## src/rtl/l2_arbiter.sv

```systemverilog
// l2_arbiter: two-port (I-side / D-side) arbiter in front of a single L2 cache port.
// Optional build macro: L2_ARB_FIXED_PRI_EN -- when defined, D always wins contention
// and the priority bit is held at 1; when undefined, priority alternates round-robin.
//
// Handshake: a requester holds its read/write level until it sees its resp pulse.
// The arbiter latches the winning request when it leaves IDLE, then holds the L2
// strobe from those latched values until l2_resp. The resp pulse is l2_resp passed
// through combinationally to the granted side for that single cycle, and the next
// edge always returns to IDLE.
module l2_arbiter (
  input  logic         clk,
  input  logic         rst,
  input  logic [15:0]  i_address,
  input  logic         i_read,
  output logic [255:0] i_rdata,
  output logic         i_resp,
  input  logic [15:0]  d_address,
  input  logic         d_read,
  input  logic         d_write,
  input  logic [255:0] d_wdata,
  output logic [255:0] d_rdata,
  output logic         d_resp,
  output logic [15:0]  l2_address,
  output logic         l2_read,
  output logic         l2_write,
  output logic [255:0] l2_wdata,
  input  logic [255:0] l2_rdata,
  input  logic         l2_resp,
  output logic [1:0]   dbg_state,
  output logic         dbg_pri
);

  typedef enum logic [1:0] {
    IDLE    = 2'd0,
    GRANT_I = 2'd1,
    GRANT_D = 2'd2
  } state_t;

  state_t         state_q;
  state_t         state_d;
  logic           pri;
  logic [15:0]    hold_addr;
  logic [255:0]   hold_wdata;
  logic           hold_write;
  logic           i_req;
  logic           d_req;

  assign i_req = i_read;
  assign d_req = d_read | d_write;

  // Read data is shared; each side qualifies it with its own resp.
  assign i_rdata = l2_rdata;
  assign d_rdata = l2_rdata;

  assign l2_address = hold_addr;
  assign l2_wdata   = hold_wdata;

  assign dbg_state = state_q;
  assign dbg_pri   = pri;

  // State register; reset abandons any in-flight grant without a response.
  always_ff @(posedge clk or posedge rst) begin
    if (rst) state_q <= IDLE;
    else     state_q <= state_d;
  end

  // Latch the winning request on the IDLE-to-grant edge; held values drive L2 afterwards.
  always_ff @(posedge clk or posedge rst) begin
    if (rst) begin
      hold_addr  <= 16'h0000;
      hold_wdata <= '0;
      hold_write <= 1'b0;
    end else if (state_q == IDLE && state_d == GRANT_I) begin
      hold_addr  <= i_address;
      hold_write <= 1'b0;
    end else if (state_q == IDLE && state_d == GRANT_D) begin
      hold_addr  <= d_address;
      hold_wdata <= d_wdata;
      // A simultaneous read+write from D is treated as a write.
      hold_write <= d_write;
    end
  end

`ifdef L2_ARB_FIXED_PRI_EN
  // Fixed priority: D always wins contention.
  assign pri = 1'b1;
`else
  // Round-robin: after a completed grant, the other side gets priority.
  always_ff @(posedge clk or posedge rst) begin
    if (rst) begin
      pri <= 1'b0;
    end else if (l2_resp) begin
      if (state_q == GRANT_I)      pri <= 1'b1;
      else if (state_q == GRANT_D) pri <= 1'b0;
    end
  end
`endif

  // Next-state decode and L2 / response strobes.
  always_comb begin
    state_d  = state_q;
    l2_read  = 1'b0;
    l2_write = 1'b0;
    i_resp   = 1'b0;
    d_resp   = 1'b0;
    case (state_q)
      IDLE: begin
        // l2_resp is deliberately ignored here.
        if (i_req && (!d_req || !pri)) state_d = GRANT_I;
        else if (d_req)                state_d = GRANT_D;
      end
      GRANT_I: begin
        l2_read  = ~hold_write;
        l2_write = hold_write;
        if (l2_resp) begin
          i_resp  = 1'b1;
          state_d = IDLE;
        end
      end
      GRANT_D: begin
        l2_read  = ~hold_write;
        l2_write = hold_write;
        if (l2_resp) begin
          d_resp  = 1'b1;
          state_d = IDLE;
        end
      end
      default: state_d = IDLE;
    endcase
  end

endmodule

```

## config.mk

```make
export PLATFORM = sky130hd
export DESIGN_NAME = l2_arbiter
export DESIGN_NICKNAME = d
export VERILOG_FILES = /design/src/rtl/l2_arbiter.sv
export SDC_FILE = /design/constraint.sdc
export NUM_CORES = 1
export LEC_CHECK = 0
export BUFFER_PORTS_ARGS = -buffer_cell sky130_fd_sc_hd__buf_2
export CORE_AREA = 4 4 515 517
export CTS_CLUSTER_SIZE = 20
export DETAILED_ROUTE_END_ITERATION = 10
export DIE_AREA = 0 0 519 521
export SYNTH_ARGS = -nofsm -noshare
export SYNTH_HDL_FRONTEND = slang
export SYNTH_SLANG_ARGS = --single-unit
```

## constraint.sdc

```tcl
create_clock -name clk -period 7.7 [get_ports clk]
set_input_delay 0.385 -clock clk [delete_from_list [all_inputs] [get_ports clk]]
set_output_delay 0.385 -clock clk [all_outputs]
set_load 0.02 [all_outputs]
```

==> results of run 1 <==
[layer usage]
layer,GRT usage [%],vias to the layer above
li1,-,4009
met5,0.193,-
met1,6.30,4552
met4,4.71,4
met2,19.1,1356
met3,11.1,322
[power groups by stage]
| stage | Sequential [uW] | Clock [uW] | Combinational (uW) |
|---|---|---|---|
| after global routing | 2750 | 1920 | 5500 |
| after floorplan | 3520 | 0 | 2550 |
| after CTS | 2660 | 1890 | 5360 |
| after global placement | 2650 | 0 | 5170 |
| final | 2660 | 1800 | 5200 |
| after detailed placement | 2690 | 0 | 5210 |
[path summary, 6_finish.rpt]
| check | from | to | slack, ns | cells after the start |
|---|---|---|---|---|
| worst min-delay path | d_wdata[129] | l2_wdata[129] | 0.06 | 2 |
| max in group asynchronous | rst | l2_address[10] | 5.40 | 5 |
| worst max register to register | dbg_state[1] | l2_wdata[244] | 3.63 | 9 |
| min in group asynchronous | rst | l2_wdata[250] | 0.42 | 3 |
| worst min register to register | l2_wdata[105] | l2_wdata[105] | 0.48 | 1 |
| worst max-delay path | dbg_state[1] | l2_wdata[244] | 3.63 | 9 |
[kinds of logic (layout without fill, tap and decap cells)]
| kind of cell | count (synthesis) | after routing | synth area share [%] |
|---|---|---|---|
| buffers and inverters | 580 | 904 | 29.0 |
| DFF | 276 | 276 | 43.9 |
| muxes | 257 | 257 | 23.9 |
| and+or+nand+nor | 35 | 35 | 1.31 |
| AOI/OAI and AO/OA | 25 | 25 | 1.50 |
| adders and majority gates | 4 | 4 | 0.318 |
| other | 0 | 40 | 0 |
[critical path: cells and delay by family (launching register included)]
| family | cells | cell delay [ns] |
|---|---|---|
| flops | 1 | 0.48 |
| buf+inv | 3 | 1.31 |
| compound gates | 2 | 0.50 |
| mux | 1 | 0.35 |
| simple gates | 2 | 0.88 |
| fa+ha+maj | 1 | 0.33 |
[metrics by stage]
step                      worst slack, ns  cells  instance area, um2  hold WS, ns
after CTS                            3.67   4921               22000     0.000415
after global placement               3.87   4635               18600        0.470
after floorplan                      3.66   1177               15700        0.520
after global routing                 3.49   4954               22100       0.0226
final                                3.63   4961               22100       0.0623
after detailed placement             3.71   4635               18600        0.474
[cell usage in the layout (no fill, tap or decap), drive strengths merged]
cell type / count
nand2: 4
nor2b: 2
and2b: 2
dfrtp: 276
a211oi: 1
clkinv: 8
nor2: 2
mux2: 257
ha: 4
clkinvlp: 3
nand3: 3
o211a: 1
bufinv: 4
a2bb2o: 1
or2: 1
o21ai: 4
clkbuf: 40
and2: 4
or2b: 1
inv: 41
a21oi: 2
buf: 583
a221oi: 16
diode: 40
nor3: 16
dlygate4sd3: 225
[layout make-up]
class / count / area (um2)
Fill cell: 30100 / 239000
Sequential cell: 276 / 6910
Timing Repair Buffer: 808 / 5240
Tap cell: 3420 / 4280
Multi-Input combinational cell: 321 / 4250
Clock buffer: 40 / 946
Clock inverter: 21 / 274
Inverter: 35 / 135
Antenna cell: 40 / 100
[flip-flops by register name, summed over array words and instances, names as in the netlist]
| name | cells |
|---|---|
| l2_address | 16 |
| dbg_pri | 1 |
| dbg_state | 2 |
| l2_wdata | 256 |
| hold_write | 1 |
[timing repair]
| item | 4_1_cts | 5_1_grt |
|---|---|---|
| hold buffers | 225 | 0 |
| hold endpoints to repair | 244 | 0 |
| setup buffers | 0 | 0 |
==> results_dict.tcl, run 1 <==
set metrics [dict create \
    slew-limit-headroom_pct 40.9 \
    first_iter_violations 404 \
    pin_count 1341 \
    die_h_um 521 \
    via_per_inst 2.06 \
    die_x_um 519 \
    final-max-slew-violation-count 0 \
    wl_per_cell_um 30.1 \
    tightestPinTransition_ns 0.887 \
    min_period_ns 4.07 \
    critPathSlowestCell "and2_4" \
    synth-seq-area-share_pct 43.9 \
    grt_overflow_total 0 \
    p_seq_share_pct 27.5 \
    path_cells "inv_1 > ha_1 > nor2b_4 > a2bb2o_4 > a211oi_2 > and2_4 > buf_4 > buf_4 > mux2_4" \
    start_kind "flip-flop" \
    setup_violations 0 \
    syn_avg_cell_area_um2 13.4 \
    synth_edf_count 0 \
    cts_max_level 2 \
    dp_hpwl_um 138000 \
    critPathArrivalTime_ns 4.52 \
    async_flop_share_pct 100 \
    fmax_mhz 246 \
    tns_ns 0 \
    yosys.area.top_type_share_pct 43.9 \
    drc 0 \
    synthTopCellsByCount "buf_4, dfrtp_1, mux2_4" \
    num-nets-final 2031 \
    drive_above_1_share_pct 60.5 \
    synth_ff_type "dfrtp_1" \
    power.total_uw 9660 \
    ys_ff_latch 276 \
    antenna_found_initial 94 \
    syn_nets 1731 \
    cts_resized 0 \
    dr_wl_met2_um 74400 \
    clk_pin_slew_ns 0.06 \
    combPwrFrac_pct 53.8 \
    grt_max_degree 107 \
    clock_latency_ns 0.59 \
    yosys_warnings 0 \
    sw_frac_of_total_pct 45.1 \
    track_usage_pct 10.5 \
    final_core_util_pct 8.48 \
    cts_buffers 35 \
    synth_most_common_cell "buf_4" \
    path_common_cell "buf_4" \
    cp-end-kind "flip-flop" \
    synthCells 1177 \
    power_density_nw_per_um2 436 \
    ir_worst_vdd_v 0.000296 \
    critPathMaxStageDelay_ns 0.72 \
    portBuffers 572 \
    fp.coreArea_um2 261000 \
    ys_types 33 \
    hold_path.class "primary input to flip-flop" \
    worstPathMaxFanout 39 \
    status "complete, no violations" \
    clock_path_buffers 3 \
    vias 10200 \
    grt_pass1_wl_um 174000 \
    syn-cell-area_um2 15700 \
    rows 188 \
    top_layer_used "met5" \
    synth_area_leader_cell "dfrtp_1" \
    p_sw_uw 4360 \
    min_period_over_period_pct 52.8 \
    gp_congestion 0.863 \
    start_util_pct 6.02 \
    dr.pass1.iters 4 \
    cts_tree "yes" \
    area_delta_synth_final_pct 40.8 \
    ant_nets 0 \
    p_int_uw 5300 \
    met1_length_um 31400 \
    pwr-share-clk_pct 18.7 \
    finalWirelength_um 149000 \
    path_class "flip-flop to flip-flop" \
    rsz0062_at_grt "no" \
    cap_violations 0 \
    required_ns 8.16 \
    cts_root_buf "clkbuf_16" \
    die_area_um2 270000 \
    hold_violations 0 \
    wl_met3_um 34800 \
    first_global_vias 10800 \
    p_leak_uw 0.00922 \
    fin_skew_ns 0.0354 \
    clock-sinks 276 \
    synthTopCellsByArea "dfrtp_1, buf_4, mux2_4" \
]
Power figures use the tool's default switching activity.
==> run 2: changes to the inputs <==
- clock period: 7.7 -> 4.07 ns (I/O delays scaled with it)
==> results_dict.tcl, run 2 (synthesized netlist as in run 1, its figures left out) <==
set metrics [dict create \
    drive_above_1_share_pct 58.1 \
    largest_register_ffs 256 \
    first_iter_violations 385 \
    antenna_found_initial 95 \
    rows 188 \
    grt_overflow_total 0 \
    worstPathMaxFanout 28 \
    p_int_uw 10200 \
    pwr-share-clk_pct 17.3 \
    multi_input_area_um2 4250 \
    required_ns 4.57 \
    first_global_vias 11200 \
    pin_count 1341 \
    fillers 30100 \
    place_ws_ns 0.862 \
    min_period_over_period_pct 88.3 \
    seq_area_um2 6910 \
    final-max-slew-violation-count 0 \
    rsz0062_at_grt "no" \
    via_per_inst 2.10 \
    slew-limit-headroom_pct 35.5 \
    p_leak_uw 0.00953 \
    tns_ns 0 \
    setup_violations 0 \
    portBuffers 572 \
    path_class "flip-flop to flip-flop" \
    tightestPinTransition_ns 0.968 \
    die_h_um 521 \
    hold_violations 0 \
    fmax_mhz 278 \
    num-nets-final 2106 \
    area_delta_synth_final_pct 45.5 \
    grt_max_degree 133 \
    layout_setup_ws_ns 0.475 \
    vias 10600 \
    fp.coreArea_um2 261000 \
    finalWirelength_um 149000 \
    dp_hpwl_um 138000 \
    min_period_ns 3.59 \
    cp-end-kind "flip-flop" \
    status "complete, no violations" \
    power_density_nw_per_um2 790 \
    cts_tree "yes" \
    clk_pin_slew_ns 0.07 \
    clock-sinks 276 \
    die_area_um2 270000 \
    cap_violations 0 \
    fin_skew_ns 0.0442 \
    track_usage_pct 10.5 \
    ant_nets 0 \
    final_common_cell "buf_2" \
    start_kind "flip-flop" \
    cts_setup_buffers 0 \
    clock_latency_ns 0.64 \
    reg2reg_slack_ns 0.48 \
    start_util_pct 6.02 \
    final_cell_mix "buf_2, dlygate4sd3_1, dfrtp_1" \
    grt_pass1_wl_um 175000 \
    gp_congestion 0.860 \
    clock_path_buffers 3 \
    cts_buffers 30 \
    wl_per_cell_um 29.6 \
    hold_path.class "primary input to flip-flop" \
    p_sw_uw 7870 \
    combPwrFrac_pct 54.6 \
    ir_worst_vdd_v 0.000486 \
    die_x_um 519 \
    cts_root_buf "clkbuf_16" \
    cts_max_level 1 \
    p_seq_share_pct 28.1 \
    sw_frac_of_total_pct 43.6 \
    dr.pass1.iters 4 \
    critPathArrivalTime_ns 4.09 \
    drc 0 \
]
==> run 2: changes by cell type in the layout (fill, tap and decap cells not counted), sizes merged <==
cell	before	now
buf	583	597
bufinv	4	6
clkbuf	40	37
clkinv	8	6
diode	40	35
dlygate4sd3	225	291
inv	41	37
==> run 2: power groups by stage <==
stage | clock (uW) | combinational [uW] | sequential [uW]
2_1_floorplan | 0 | 4820 | 6660
3_3_place_gp | 0 | 9550 | 5050
3_5_place_dp | 0 | 9640 | 5120
4_1_cts | 3260 | 10200 | 5080
5_1_grt | 3350 | 10500 | 5250
6_report | 3120 | 9870 | 5070
==> run 2: cell type report <==
type,count,area share [%]
Tap cell,3420,18.7
Timing Repair Buffer,888,26.6
Inverter,35,0.591
Multi-Input combinational cell,321,18.6
Antenna cell,35,0.383
Clock buffer,37,3.62
Clock inverter,17,1.27
Sequential cell,276,30.2
==> run 2: final timing paths <==
check | startpoint | endpoint | depth (start not counted)
worst max-delay path | dbg_state[0] | l2_address[1] | 10
worst max register to register | dbg_state[0] | l2_address[1] | 10
worst min-delay path | d_read | dbg_state[1] | 4
min in group asynchronous | rst | l2_wdata[247] | 4
worst min register to register | l2_wdata[105] | l2_wdata[105] | 1
max in group asynchronous | rst | l2_address[8] | 4
==> run 2: metrics by stage <==
step | util, % | power (uW) | hold slack [ns] | instances | area (um2)
3_3_place_gp | 7.18 | 14600 | 0.407 | 4649 | 18800
5_1_grt | 8.75 | 19100 | 0.141 | 5020 | 22800
6_report | 8.76 | 18100 | 0.124 | 5029 | 22900
3_5_place_dp | 7.18 | 14800 | 0.407 | 4649 | 18800
4_1_cts | 8.73 | 18500 | 0.0392 | 4994 | 22800
2_1_floorplan | - | 11500 | 0.338 | 1177 | 15700
==> run 2: critical path: stages, from the launching register on <==
cell	delay, ns
dfrtp_1	0.47
inv_1	0.10
ha_1	0.35
nor2b_4	0.16
a2bb2o_4	0.23
a211oi_2	0.24
and2_4	0.59
buf_12	0.29
buf_12	0.24
a221oi_1	0.12
dlygate4sd3_1	0.60
==> run 2: layer usage <==
| metal | vias up | wire (um) | part of all wire, % | global-route usage (%) |
|---|---|---|---|---|
| met2 | 1371 | 75100 | 50 | 19.1 |
| met3 | 307 | 34400 | 23 | 10.7 |
| met4 | 8 | 8080 | 5.4 | 4.80 |
| li1 | 4162 | - | - | - |
| met5 | - | 239 | 0.16 | 0.632 |
| met1 | 4704 | 31300 | 21 | 6.44 |
==> run 2: repair_timing <==
item | in CTS | in global routing
hold buffers | 291 | 0
gates resized for setup | 0 | 0
hold endpoints to repair | 494 | 0
==> run 3: changes to the inputs <==
- ABC_AREA: not set -> 1
- CORE_AREA: 4 4 515 517 -> 4 4 520 522
- DIE_AREA: 0 0 519 521 -> 0 0 524 526
==> results_dict.tcl, run 3 <==
set metrics [dict create \
    first_iter_violations 1160 \
    tightestPinTransition_ns 1.18 \
    whs_ns 0.0497 \
    hold_path.class "primary input to flip-flop" \
    path_class "flip-flop to flip-flop" \
    rows 189 \
    cts_tree "yes" \
    power_density_nw_per_um2 743 \
    synth_ff_type "dfrtp_1" \
    cts_max_level 2 \
    status "complete, no violations" \
    synthXorXnorAreaFrac_pct 0 \
    worstPathMaxFanout 51 \
    fmax_mhz 309 \
    hp-start "d_address[3]" \
    syn_avg_cell_area_um2 8.39 \
    clock_path_buffers 3 \
    timing.rr.end "l2_address[8]" \
    num-nets-final 2670 \
    ir_worst_vdd_v 0.000495 \
    syn-cell-area_um2 15100 \
    portBuffers 572 \
    syn_nets 2357 \
    ys_ff_latch 276 \
    ys_types 18 \
    die_area_um2 276000 \
    pin_count 1341 \
    multi_input_area_um2 3780 \
    synth_area_leader_cell "dfrtp_1" \
    cts_root_buf "clkbuf_16" \
    clock-sinks 276 \
    drive_above_1_share_pct 30.7 \
    slew-limit-headroom_pct 21.1 \
    setup_violations 0 \
    reg2reg_slack_ns 0.83 \
    synthCells 1803 \
    seq_area_um2 6910 \
    synth_top_family_by_area "buffers and inverters" \
    die_h_um 526 \
    rsz0062_at_grt "no" \
    start_kind "flip-flop" \
    dp_hpwl_um 166000 \
    grt_max_degree 168 \
    dpl.cell_count 5321 \
    critPathMaxStageDelay_ns 0.60 \
    cts_buffers 39 \
    p_leak_uw 0.0105 \
    dr.pass1.iters 5 \
    required_ns 4.63 \
    first_global_vias 14100 \
    vias 14100 \
    muxShareOfSynthArea_pct 0 \
    r2r_start "dbg_state[1]" \
    yosys.area.top_type_share_pct 45.7 \
    min_period_over_period_pct 79.6 \
    final_cell_mix "buf_2, nand2_1, dlygate4sd3_1" \
    critPathSlowestCell "dlygate4sd3_1" \
    yosys_warnings 0 \
    cap_violations 0 \
    cp-end-kind "flip-flop" \
    grt_overflow_total 0 \
    async_flop_share_pct 100 \
    track_usage_pct 12.8 \
    synthTopCellsByCount "nand2_1, buf_4, nand3_1" \
    drc 0 \
    via_per_inst 2.47 \
    critPathArrivalTime_ns 3.80 \
    wl_per_cell_um 32.3 \
    start_util_pct 5.70 \
    hold_end "l2_address[3]" \
    cts_setup_buffers 0 \
    hold_violations 0 \
    largest_register_ffs 256 \
    clock_latency_ns 0.62 \
    die_x_um 524 \
    synth_compound_area_share_pct 0.587 \
    synth_most_common_cell "nand2_1" \
    synth-seq-area-share_pct 45.7 \
    synth_simple_gate_area_share_pct 23.9 \
    gp_congestion 0.899 \
    path_common_cell "nand2_1" \
    fin_cells 5700 \
    synthTopCellsByArea "dfrtp_1, buf_4, nand2_1" \
    antenna_found_initial 133 \
    synthAdderAreaFrac_pct 0.331 \
    clk_pin_slew_ns 0.07 \
    reg2reg_depth 11 \
    area_delta_synth_final_pct 50.0 \
    tns_ns 0 \
    path_cells "inv_1 > ha_1 > inv_2 > a21oi_1 > nand2_1 > a21oi_4 > nand2_8 > nand2_2 > nand3_1 > dlygate4sd3_1 > nand2_1" \
    finalWirelength_um 184000 \
    grt_pass1_wl_um 215000 \
    fin_skew_ns 0.0300 \
    min_path_cells 5 \
    fp.coreArea_um2 265000 \
    final_common_cell "buf_2" \
    final-max-slew-violation-count 0 \
    synth_edf_count 0 \
    min_period_ns 3.24 \
    ant_nets 0 \
    fillers 31000 \
]
==> run 3: cell count changes in the layout (fill, tap and decap cells not counted), moves of 8 or more <==
cell / before / now
buf_4: 15 / 7
nand2_1: 4 / 559
nand3_1: 2 / 286
mux2_2: 21 / 0
o21ai_0: 2 / 14
clkbuf_16: 30 / 39
diode_2: 35 / 20
nor3_1: 16 / 0
nor2_1: 1 / 10
mux2_4: 230 / 0
a221oi_1: 16 / 0
==> run 3: timing repair <==
action                    CTS  global route
hold buffers              287             0
resized for setup           0             0
hold endpoints to repair  291             0
==> run 3: routing by layer <==
metal  track usage [%]  vias up  share of wire [%]
li1                  -     5815                  -
met1              9.51     6172                 25
met2              18.1     1462                 39
met3              16.5      640                 28
met4              6.72       18                6.8
met5             0.404        -               0.12
==> run 3: final cells by class <==
class                           instances  share of cell area (%)
Antenna cell                           20                   0.221
Clock buffer                           51                    4.72
Clock inverter                         21                    1.42
Inverter                               41                   0.728
Multi-Input combinational cell        883                    16.7
Sequential cell                       276                    30.5
Tap cell                             3533                    19.5
Timing Repair Buffer                  875                    26.3
==> run 3: worst max-delay path, delay by kind of cell (launching register included) <==
| family | cells | cell delay [ns] |
|---|---|---|
| AND/OR/NAND/NOR | 5 | 1.07 |
| buffers and inverters | 3 | 0.81 |
| AO/OA/AOI/OAI | 2 | 0.59 |
| flip-flops | 1 | 0.44 |
| adder cells (fa/ha/maj) | 1 | 0.28 |
==> run 3: logic make-up after synthesis <==
logic type | count (synthesis)
adder cells (fa/ha/maj) | 4
AO/OA/AOI/OAI | 17
AND/OR/NAND/NOR | 862
flip-flops | 276
buffers and inverters | 644
==> run 3: worst max path at each step <==
stage,startpoint,to,slack [ns],cells after the start
2_1_floorplan,rst,dbg_pri,0.22,1
3_3_place_gp,dbg_state[1],l2_wdata[147],1.23,10
3_5_place_dp,dbg_state[1],l2_wdata[113],1.22,10
4_1_cts,dbg_state[1],l2_address[8],0.84,11
5_1_grt,dbg_state[1],l2_address[8],0.58,11
6_report,dbg_state[1],l2_address[8],0.83,11
==> run 3: where the power goes <==
| part | switching (uW) | leakage (uW) | total, uW | internal, uW |
|---|---|---|---|---|
| registers | 663 | 0.00349 | 4620 | 3960 |
| clock network | 1590 | 0.000678 | 3810 | 2230 |
| logic | 6430 | 0.00637 | 8420 | 1990 |
==> run 3: metrics by stage <==
step | area [um2] | utilization [%] | setup slack [ns] | power, uW
after CTS | 22600 | 8.54 | 0.841 | 17200
after detailed placement | 18400 | 6.93 | 1.22 | 12900
after global placement | 18400 | 6.93 | 1.23 | 12900
final | 22700 | 8.56 | 0.831 | 16900
after floorplan | 15100 | - | 0.215 | 9260
after global routing | 22700 | 8.55 | 0.583 | 18000
